$ cat config.mk
export PLATFORM = sky130hd
export DESIGN_NAME = jt7759_feeder
export DESIGN_NICKNAME = d
export VERILOG_FILES = /design/src/rtl/jt7759_feeder.sv
export SDC_FILE = /design/constraint.sdc
export NUM_CORES = 1
export LEC_CHECK = 0
export ABC_AREA = 1
export CAP_MARGIN = 20
export CORE_MARGIN = 3
export CORE_UTILIZATION = 55
export DETAILED_ROUTE_END_ITERATION = 10
export PLACE_DENSITY = 0.79
export SYNTH_ARGS = -nofsm -noshare
export SYNTH_HDL_FRONTEND = slang
export SYNTH_SLANG_ARGS = --single-unit
$ cat constraint.sdc
create_clock -name clk -period 2.6 [get_ports clk]
set_input_delay 0.52 -clock clk [delete_from_list [all_inputs] [get_ports clk]]
set_output_delay 0.52 -clock clk [all_outputs]
set_load 0.01 [all_outputs]
$ cat src/rtl/jt7759_feeder.sv
// Host-side transmitter for the uPD7759 slave-mode data port.
// Bytes are buffered in a small FIFO; each falling edge of drqn is
// answered by exactly one registered cs=1/wrn=0 strobe carrying one byte.
module jt7759_feeder #(
  parameter int DEPTH  = 4,
  parameter int WR_LEN = 2
) (
  input  logic                     clk,
  input  logic                     rstn,
  input  logic                     flush,
  input  logic [7:0]               load_data,
  input  logic                     load_valid,
  output logic                     load_ready,
  output logic [$clog2(DEPTH):0]   level,
  input  logic                     drqn,
  output logic                     cs,
  output logic                     wrn,
  output logic [7:0]               dout,
  output logic                     busy,
  output logic                     underrun
);
  localparam int AW = $clog2(DEPTH);
  localparam int LW = AW + 1;
  localparam int CW = 4;

  typedef enum logic [1:0] {IDLE, STROBE, HOLD} state_t;

  state_t          st, st_nxt;
  logic [7:0]      mem [DEPTH];
  logic [AW-1:0]   rd, wr;
  logic [CW-1:0]   cnt;
  logic            drqn_l, pending;
  logic            req_edge, push, pop, empty;

  assign req_edge   = drqn_l & ~drqn;
  assign empty      = (level == '0);
  assign load_ready = (level != LW'(DEPTH));
  assign push       = load_valid & load_ready & ~flush;
  assign busy       = (st != IDLE) | pending;

  // Next state; flush forces IDLE and suppresses the pop
  always_comb begin
    st_nxt = st;
    pop    = 1'b0;
    case (st)
      IDLE:   if (pending && !empty) begin
                pop    = 1'b1;
                st_nxt = STROBE;
              end
      STROBE: if (cnt == '0) st_nxt = HOLD;
      HOLD:   st_nxt = IDLE;
      default: st_nxt = IDLE;
    endcase
    if (flush) begin
      st_nxt = IDLE;
      pop    = 1'b0;
    end
  end

  // State register
  always_ff @(posedge clk or negedge rstn)
    if (!rstn) st <= IDLE;
    else       st <= st_nxt;

  // Request edge detection, pending flag and underrun pulse
  always_ff @(posedge clk or negedge rstn)
    if (!rstn) begin
      drqn_l   <= 1'b1;
      pending  <= 1'b0;
      underrun <= 1'b0;
    end else begin
      drqn_l   <= drqn;
      underrun <= ~flush & req_edge & ~pending & empty & ~push;
      if (flush)         pending <= 1'b0;
      else if (pop)      pending <= 1'b0;  // an edge in the same cycle is absorbed
      else if (req_edge) pending <= 1'b1;
    end

  // FIFO storage; no reset needed, occupancy guards every read
  always_ff @(posedge clk)
    if (push) mem[wr] <= load_data;

  // FIFO pointers and occupancy
  always_ff @(posedge clk or negedge rstn)
    if (!rstn) begin
      rd    <= '0;
      wr    <= '0;
      level <= '0;
    end else if (flush) begin
      rd    <= '0;
      wr    <= '0;
      level <= '0;
    end else begin
      if (push) wr <= wr + AW'(1);
      if (pop)  rd <= rd + AW'(1);
      case ({push, pop})
        2'b10:   level <= level + LW'(1);
        2'b01:   level <= level - LW'(1);
        default: level <= level;
      endcase
    end

  // Registered chip pins and strobe width counter; dout survives flush
  always_ff @(posedge clk or negedge rstn)
    if (!rstn) begin
      cs   <= 1'b0;
      wrn  <= 1'b1;
      dout <= '0;
      cnt  <= '0;
    end else if (flush) begin
      cs   <= 1'b0;
      wrn  <= 1'b1;
      cnt  <= '0;
    end else if (pop) begin
      dout <= mem[rd];
      cnt  <= CW'(WR_LEN - 1);
      cs   <= 1'b1;
      wrn  <= 1'b0;
    end else if (st == STROBE) begin
      if (cnt != '0) cnt <= cnt - CW'(1);
      else begin
        cs  <= 1'b0;
        wrn <= 1'b1;
      end
    end
endmodule

# [After elaboration in Yosys (flattened, before gate mapping)]
# Memories as Yosys holds them, arrays and structs flattened. A register that Yosys moved wholly into a read port is not among the register bits.
# Index checks and enable logic that the tools add are counted.
[totals] ff_bits=18 ramBits=32 out_inout_bits=16 elab_cells=83 memories=1
[mem_list] name="mem" words=4 word_bits=8 rd=1 rd_ports_with_merged_regs=1 wr=1 line_no="29" rtl="logic [7:0] mem [DEPTH];"
[op_classes] addsub=5 eq_ne=7 mux=30 bitwise_logic=12 n_reduce_logical=18
[ops] operator="1-bit two-way mux" n=16
[ops] operator="4-bit two-way mux" n=4
[ops] operator="2-bit two-way mux" n=7
[ops] operator="3-bit != test (second input constant)" n=4
[ops] operator="3-bit nonzero test" n=4
[ops] operator="2-bit AND reduction" n=4
[ops] operator="1-bit AND" n=7
[ops] operator="3-bit case mux with 2 select lines" n=1
[ops] operator="2-bit nonzero test" n=3
[ops] operator="2-bit by 1-bit adder with 2-bit output (second input constant)" n=2
[ops] operator="2-bit by 1-bit equality test with 1-bit output (second input constant)" n=2
[ops] operator="4-bit logical NOT" n=1
[ops] operator="1-bit inverter" n=4
[ops] operator="2-bit case mux with 2 select lines" n=1
[ops] operator="4-bit nonzero test" n=1
[ops] operator="4-bit by 1-bit subtractor with 4-bit output (second input constant)" n=1
[ops] operator="3-bit by 1-bit adder with 3-bit output (second input constant)" n=1
[ops] operator="3-bit logical NOT" n=1
[ops] operator="3-bit two-way mux" n=1
[ops] operator="3-bit by 1-bit subtractor with 3-bit output (second input constant)" n=1
[ops] operator="2-bit equality test (second input constant)" n=1
[ops] operator="1-bit logical NOT" n=2
[ops] operator="2-bit logical NOT" n=1
[ops] operator="1-bit logical AND" n=1
[ops] operator="1-bit OR" n=1

# [Longest topological paths before layout]
# Gate-level depths: netlist of the first run.
[depth] depth_word=9 mapped_depth=14 mapped_depth_nobuf=13

# [Worst setup path after synthesis of the first run]
# OpenSTA, ideal clock, no wires.
[synth_path] kind="reg2reg" startpoint="register level[1]" endpoint="register level[2]" setup_time_ns=0.116 t_arrival_ns=1.847 t_required_ns=2.484 slack_ns=0.636 path_stages_with_launch=15 n_path_buf=1 period_less_slack_ns=1.964 path_cell_list="dfrtp_1 > nor2_2 > nand2_4 > nand2_4 > nor2_4 > buf_6 > nand2_1 > inv_1 > fa_1 > xnor2_1 > inv_1 > nand2_1 > nand2_1 > nand2_1 > nand2_1"
[synth_via] elab_chain_len=9 word_cells_on_any_way=16 cone_classes="add/sub (2); eq/ne (3); mux (5); bitwise (2); reduce/logical (4)"
[synth_lines] item="from (decl)" line_no="14" rtl="output logic [$clog2(DEPTH):0] level,"
[synth_lines] item="from (signal assigned)" line_no="97" rtl="2'b10: level <= level + LW'(1);"
[synth_lines] item="from (signal assigned)" line_no="98" rtl="2'b01: level <= level - LW'(1);"
[synth_lines] item="from (signal assigned)" line_no="99" rtl="default: level <= level;"
[synth_lines] item="3-bit logical NOT" line_no="36" rtl="assign empty = (level == '0);"
[synth_lines] item="1-bit logical NOT" line_no="46" rtl="IDLE: if (pending && !empty) begin"
[synth_lines] item="1-bit logical AND" line_no="46"
[synth_lines] item="1-bit two-way mux" line_no="46"
[synth_lines] item="1-bit two-way mux" line_no="45" rtl="case (st)"
[synth_lines] item="1-bit two-way mux" line_no="54" rtl="if (flush) begin"
[synth_lines] item="2-bit by 1-bit equality test with 1-bit output / 2-bit equality test (equally long branches)" line_no="96" rtl="case ({push, pop})"
[synth_lines] item="3-bit case mux with 2 select lines" line_no="96"
[synth_lines] item="3-bit two-way mux" line_no="89" rtl="end else if (flush) begin"
# Several ways; a longest one is shown, not always the timed one.
# A chain may end at the register's enable or synchronous reset.

# [Worst setup path in the final report of the first run]
[layout_path] startpoint="input load_valid" endpoint="register level[2]"
[layout_via] elab_chain_len=5 word_cells_on_any_way=7 cone_classes="eq/ne (2); mux (2); bitwise (2); reduce/logical (1)"
[layout_lines] item="from (decl)" line_no="12" rtl="input logic load_valid,"
[layout_lines] item="1-bit AND (*) (2 in series)" line_no="38" rtl="assign push = load_valid & load_ready & ~flush;"
[layout_lines] item="2-bit by 1-bit equality test with 1-bit output / 2-bit equality test (equally long branches)" line_no="96"
[layout_lines] item="3-bit case mux with 2 select lines" line_no="96"
[layout_lines] item="3-bit two-way mux" line_no="89"
# Mark *: on every way between the ends. The rest lies on a longest branch, timed or not.

==> impl_metrics.yaml, run 1 <==
synthesis:
  yosys_warnings: 0
  netlist_top_cells_area: "edfxtp_1 38%, dfrtp_1 24%, nor2_1 6.9%"
  syn_area_um2: 2510
  ys_seq_area_share_pct: 64.3
  syn_area_per_cell_um2: 10.9
  yosysUniqueCellTypes: 31
  syn_inst: 231
  synth_top_area_share_pct: 38.3
  ys_ff_latch: 58
  synth_top_area_cell: "edfxtp_1"
  synthesis.nets: 251
power:
  max-vdd-ir-drop_mv: 0.548
  pwr_density_cell_nw_per_um2: 849
  power_mw: 2.60
  leakage_nw: 1.26
setup_path:
  crit_arrival_ns: 2.31
  critPathCaptureType: "register"
  crit_chain: "clkdlybuf4s50_1, a21boi_0, nand2_1, nand2_1, inv_1, fa_1, xnor2_1, inv_1, nand2_1, nand2_1, nand2_1, nand2_1"
  cpMostUsedCell: "nand2_1"
  critPathBufInv: 3
  crit_required_ns: 2.82
  worstSetupPathDepth: 12
  criticalPathCategory: "in2reg"
  max_stage_delay_ns: 0.47
  path_delay_family: "buffers and inverters"
  crit_fanout: 2
  worst_r2r_path_depth: 12
  start_kind: "input port"
  critPathSlowestCell: "clkdlybuf4s50_1"
route:
  drc_errors: 0
  first_iter_violations: 71
  wl_per_cell_um: 14.0
  vias_per_cell: 5.32
  route.vias.total: 1744
  dr.pass1.iters: 4
  final_antenna_net_count: 0
  wl_um: 4610
cells_and_area:
  drive_above_1_share_pct: 13.7
  num_antenna_cells: 0
  num-nets-final: 293
  area_delta_synth_final_pct: 21.8
global_route:
  gr-total-overflow: 0
  antenna_found_initial: 0
  grt_use_total_pct: 19.9
  grt_max_degree: 27
  grt_pass1_vias: 1696
  grt_pass1_wl_um: 7730
sta:
  tns_ns: 0
  fmax_mhz: 479
  finalWorstSetupSlack_ns: 0.513
  finalSetupViolCount: 0
  finalHoldViolCount: 0
  relSlewSlack_pct: 69.5
  finalCritPeriodShare_pct: 80.3
  rsz0062_at_grt: "false"
  period_minus_slack_ns: 2.09
  fin_skew_ns: 0.00732
  slew_viol_final: 0
  worst_pin_slew_ns: 0.457
floorplan:
  die_height_um: 73.6
  die_w_um: 73.6
  core_um2: 4200
  num_rows: 23
  dieArea_um2: 5410
  ios: 29
  initial_core_util_pct: 59.7
min_path:
  holdPathStages: 2
  hold_path_class: "reg2reg"
placed_design:
  place_ws_ns: 0.168
  dpl.hpwl_um: 3050
  routabilityCongestion: 0.788
  numPortBuffers: 28
clock_tree:
  cts_hold_buf: 0
  cts_made_buffers: 9
  cts_buffer_depth: 2
  clock-sinks: 58
  post_cts_buffers: 0
  clk_latency_ns: 0.33
  cts_tree: "yes"
  cts_resized: 0
  root_buffer: "clkbuf_8"
  clkTransAtPathRegs_ns: 0.06
  htree_num_levels: 3
outcome:
  status: "finished clean"
flow_run:
  maxCapViolCount: 0
[cell type report]
class	count	area [um2]
Clock inverter	3	40.0
Tap cell	50	62.6
Sequential cell	58	1610
Fill cell	297	1140
Multi-Input combinational cell	144	758
Timing Repair Buffer	37	348
Inverter	23	86.3
Clock buffer	13	149
[registers in the layout (all words and copies together) (netlist names)]
name / flops
pending: 1
st: 2
wr: 2
dout: 8
cs: 1
mem: 32
cnt: 4
rd: 2
wrn: 1
underrun: 1
level: 3
drqn_l: 1
[layer usage]
layer	up-vias	track usage (%)	routed length, um
met5	-	0	0
met4	0	9.46	82
met3	9	6.43	227
met2	43	32.8	2360
met1	835	23.5	1940
li1	857	-	-
[worst min-delay path: cells and delay by family, from the launching register on]
family	cells	cell delay, ns
flops	1	0.37
compound gates	1	0.07
buf+inv	1	0.04
[cells in the mapped netlist]
master	n
buf_2	4
or2_2	1
dfrtp_1	24
xnor2_1	1
nor2_2	5
a21oi_1	6
buf_6	1
nand3_1	6
a21boi_0	1
fa_1	1
nand2_4	3
inv_2	2
clkinv_1	1
o21a_1	1
nand3_2	1
nor4_1	2
nor3_1	2
buf_12	1
xor2_1	1
nand4_1	1
nor2_1	46
inv_1	20
nand2_1	27
o21ai_0	21
edfxtp_1	32
nand2_2	1
nor2_4	1
ha_1	6
a31oi_1	9
dfstp_2	2
o211ai_1	1
[metrics by stage]
stage | util, % | hold WS [ns] | instance area (um2) | instances
floorplan | - | 0.224 | 2510 | 231
global placement | 68.3 | 0.475 | 2870 | 312
detailed placement | 68.3 | 0.477 | 2870 | 312
CTS | 72.8 | 0.488 | 3060 | 328
global route | 72.8 | 0.512 | 3060 | 328
finish | 72.8 | 0.482 | 3060 | 328
[power breakdown]
part	switching (mW)	internal [mW]	total, mW	leakage (nW)
registers	0.0883	1.10	1.19	0.618
logic	0.312	0.303	0.615	0.542
clock network	0.326	0.466	0.793	0.0974
[path summary, 6_finish.rpt]
kind	start	end	slack (ns)
hold / removal	wrn$_DFFE_PN1P_	wrn$_DFFE_PN1P_	0.48
hold reg to reg	wrn$_DFFE_PN1P_	wrn$_DFFE_PN1P_	0.48
setup / recovery	load_valid	level[2]$_DFFE_PN0P_	0.51
max in group asynchronous	rstn	drqn_l$_DFF_PN1_	1.74
setup reg to reg	level[0]$_DFFE_PN0P_	level[2]$_DFFE_PN0P_	0.66
min in group asynchronous	rstn	dout[4]$_DFFE_PN0P_	0.56
[cells in the final DEF, fill, tap and decap left out, types with 9 or more instances in the layout]
| cell | count |
|---|---|
| dfrtp_1 | 24 |
| nand2_1 | 27 |
| o21ai_0 | 21 |
| clkdlybuf4s50_1 | 28 |
| edfxtp_1 | 32 |
| a31oi_1 | 9 |
| buf_4 | 9 |
| inv_1 | 20 |
| clkbuf_8 | 10 |
| nor2_1 | 46 |
[cell families (layout without fill, tap and decap cells)]
family | after synthesis | count (layout) | share of synthesized area, %
simple gates | 96 | 96 | 17.2
flops | 58 | 58 | 64.3
compound gates | 39 | 39 | 8.52
buf+inv | 29 | 76 | 5.48
fa+ha+maj | 7 | 7 | 3.79
xor+xnor | 2 | 2 | 0.698
Note: power is estimated with default switching activity, not from simulation.
==> run 2, diff against run 1 <==
==> constraint.sdc (replaced) <==
create_clock -name clk -period 2 [get_ports clk]
set_input_delay 0.4 -clock clk [delete_from_list [all_inputs] [get_ports clk]]
set_output_delay 0.4 -clock clk [all_outputs]
set_load 0.01 [all_outputs]
==> impl_metrics.yaml, run 2 (synthesis gave the netlist of run 1 again) <==
sta:
  hold_ws_ns: 0.442
  finalHoldViolCount: 0
  period_minus_slack_ns: 1.89
  relSlewSlack_pct: 68.9
  slew_viol_final: 0
  worst_pin_slew_ns: 0.467
  finalCritPeriodShare_pct: 94.6
  fmax_mhz: 528
  rsz0062_at_grt: "false"
  fin_skew_ns: 0.0130
  finalSetupViolCount: 0
clock_tree:
  post_cts_buffers: 0
  cts_hold_buf: 0
  clock-sinks: 58
  htree_num_levels: 3
  cts_made_buffers: 9
  clkTransAtPathRegs_ns: 0.07
  root_buffer: "clkbuf_8"
  cts_tree: "yes"
  cts_buffer_depth: 2
  clk_latency_ns: 0.32
  cts_resized: 0
power:
  power.internal_mw: 2.50
  p_comb_share_pct: 25.0
  leakage_nw: 1.31
  power_frac_seq_pct: 44.1
  p_sw_uw: 985
  power_mw: 3.49
  max-vdd-ir-drop_mv: 0.753
  switching_share_pct: 28.2
  pwr_density_cell_nw_per_um2: 1110
  clkPwrFrac_pct: 30.9
setup_path:
  ff2ff_setup_slack_ns: 0.20
  crit_fanout: 6
  max_stage_delay_ns: 0.53
  r2r_start: "level[1]$_DFFE_PN0P_"
  crit_arrival_ns: 1.49
  crit_chain: "inv_1, nand2_1, clkdlybuf4s50_1"
  start_kind: "register"
  criticalPathCategory: "reg2out"
  r2r-end: "level[2]$_DFFE_PN0P_"
  worst_r2r_path_depth: 13
  critPathSlowestCell: "clkdlybuf4s50_1"
  crit_start: "pending$_DFFE_PN0P_"
  crit_end: "busy"
  crit_required_ns: 1.60
  critPathCaptureType: "output pin"
flow_run:
  maxCapViolCount: 0
floorplan:
  die_w_um: 73.6
  die_height_um: 73.6
  dieArea_um2: 5410
  num_rows: 23
  initial_core_util_pct: 59.7
  core_um2: 4200
  ios: 29
placed_design:
  dpl.hpwl_um: 3290
  numPortBuffers: 28
  placed_cells: 319
  routabilityCongestion: 0.788
  dpl_cell_area_um2: 2920
cells_and_area:
  largest_reg_flops: 32
  stdcell_count: 335
  largest-register: "mem"
  final_common_cell: "nor2_1"
  seq_area_um2: 1610
  final_area_um2: 3150
  num-nets-final: 300
  multi_input_area_um2: 779
  num_antenna_cells: 0
  reg_top3: "mem x32, dout x8, cnt x4"
  final_core_util_pct: 74.9
  num-fill-cells: 287
  drive_above_1_share_pct: 17.2
  area_delta_synth_final_pct: 25.4
  most-common-layout-cells: "46 x nor2_1, 32 x edfxtp_1, 28 x clkdlybuf4s50_1, 27 x nand2_1, 24 x dfrtp_1"
global_route:
  grt_pass1_wl_um: 8250
  grt_use_total_pct: 20.8
  grt_pass1_vias: 1812
  gr-total-overflow: 0
  antenna_found_initial: 0
  grt_max_degree: 27
route:
  first_iter_violations: 126
  route.vias.total: 1762
  final_antenna_net_count: 0
  wl_per_cell_um: 14.7
  vias_per_cell: 5.26
  drc_errors: 0
  dr.pass1.iters: 4
  wl_um: 4930
outcome:
  status: "finished clean"
min_path:
  hold_path_class: "in2async"
run 2: cell count changes in the layout (fill, tap and decap cells not counted), moves of 2 or more:
cell / before / now
clkbuf_1: 3 / 0
nor2_4: 1 / 3
nor2_2: 5 / 3
buf_4: 9 / 16
run 2: cell type report:
cell class	instances	share of cell area [%]
clock buffers	11	4.81
clock inverters	5	1.67
inverters	23	2.74
multi-input cells	144	24.8
flip-flops and latches	58	51.3
well taps	50	1.99
repair buffers	44	12.7
run 2: power groups by stage:
stage	Combinational, mW	Sequential [mW]	Clock [mW]
3_3_place_gp	0.835	1.55	0
3_5_place_dp	0.856	1.55	0
2_1_floorplan	0.385	1.60	0
4_1_cts	0.864	1.53	1.10
6_report	0.872	1.54	1.08
5_1_grt	0.968	1.55	1.15
run 2: worst min path at each step:
| stage | startpoint | end | cells past startpoint |
|---|---|---|---|
| after floorplan | rstn | cnt[0]$_DFFE_PN0P_ | 0 |
| after global placement | cs$_DFFE_PN0P_ | cs$_DFFE_PN0P_ | 1 |
| after detailed placement | wrn$_DFFE_PN1P_ | wrn$_DFFE_PN1P_ | 2 |
| after CTS | rstn | dout[1]$_DFFE_PN0P_ | 2 |
| after global routing | rstn | dout[6]$_DFFE_PN0P_ | 2 |
| final | rstn | cs$_DFFE_PN0P_ | 2 |
run 2: worst max-delay path: cells and delay by family, from the launching register on:
family                 cells  cell delay, ns
buffers and inverters      2            0.62
flip-flops                 1            0.48
AND/OR/NAND/NOR            1            0.08
run 2: metrics by stage:
stage                     setup WS [ns]  setup TNS [ns]
after floorplan                  0.0362               0
after global placement           -0.263          -0.272
final                             0.107               0
after CTS                        0.0149               0
after global routing            0.00565               0
after detailed placement         -0.327          -0.376
run 2: per-layer routing:
layer | part of all wire (%) | GRT usage, % | vias to the layer above | wire [um]
li1 | - | - | 867 | -
met1 | 42 | 25.2 | 833 | 2060
met2 | 52 | 35.6 | 55 | 2550
met3 | 4.9 | 4.79 | 7 | 242
met4 | 1.5 | 8.65 | 0 | 74
met5 | 0 | 0 | - | 0
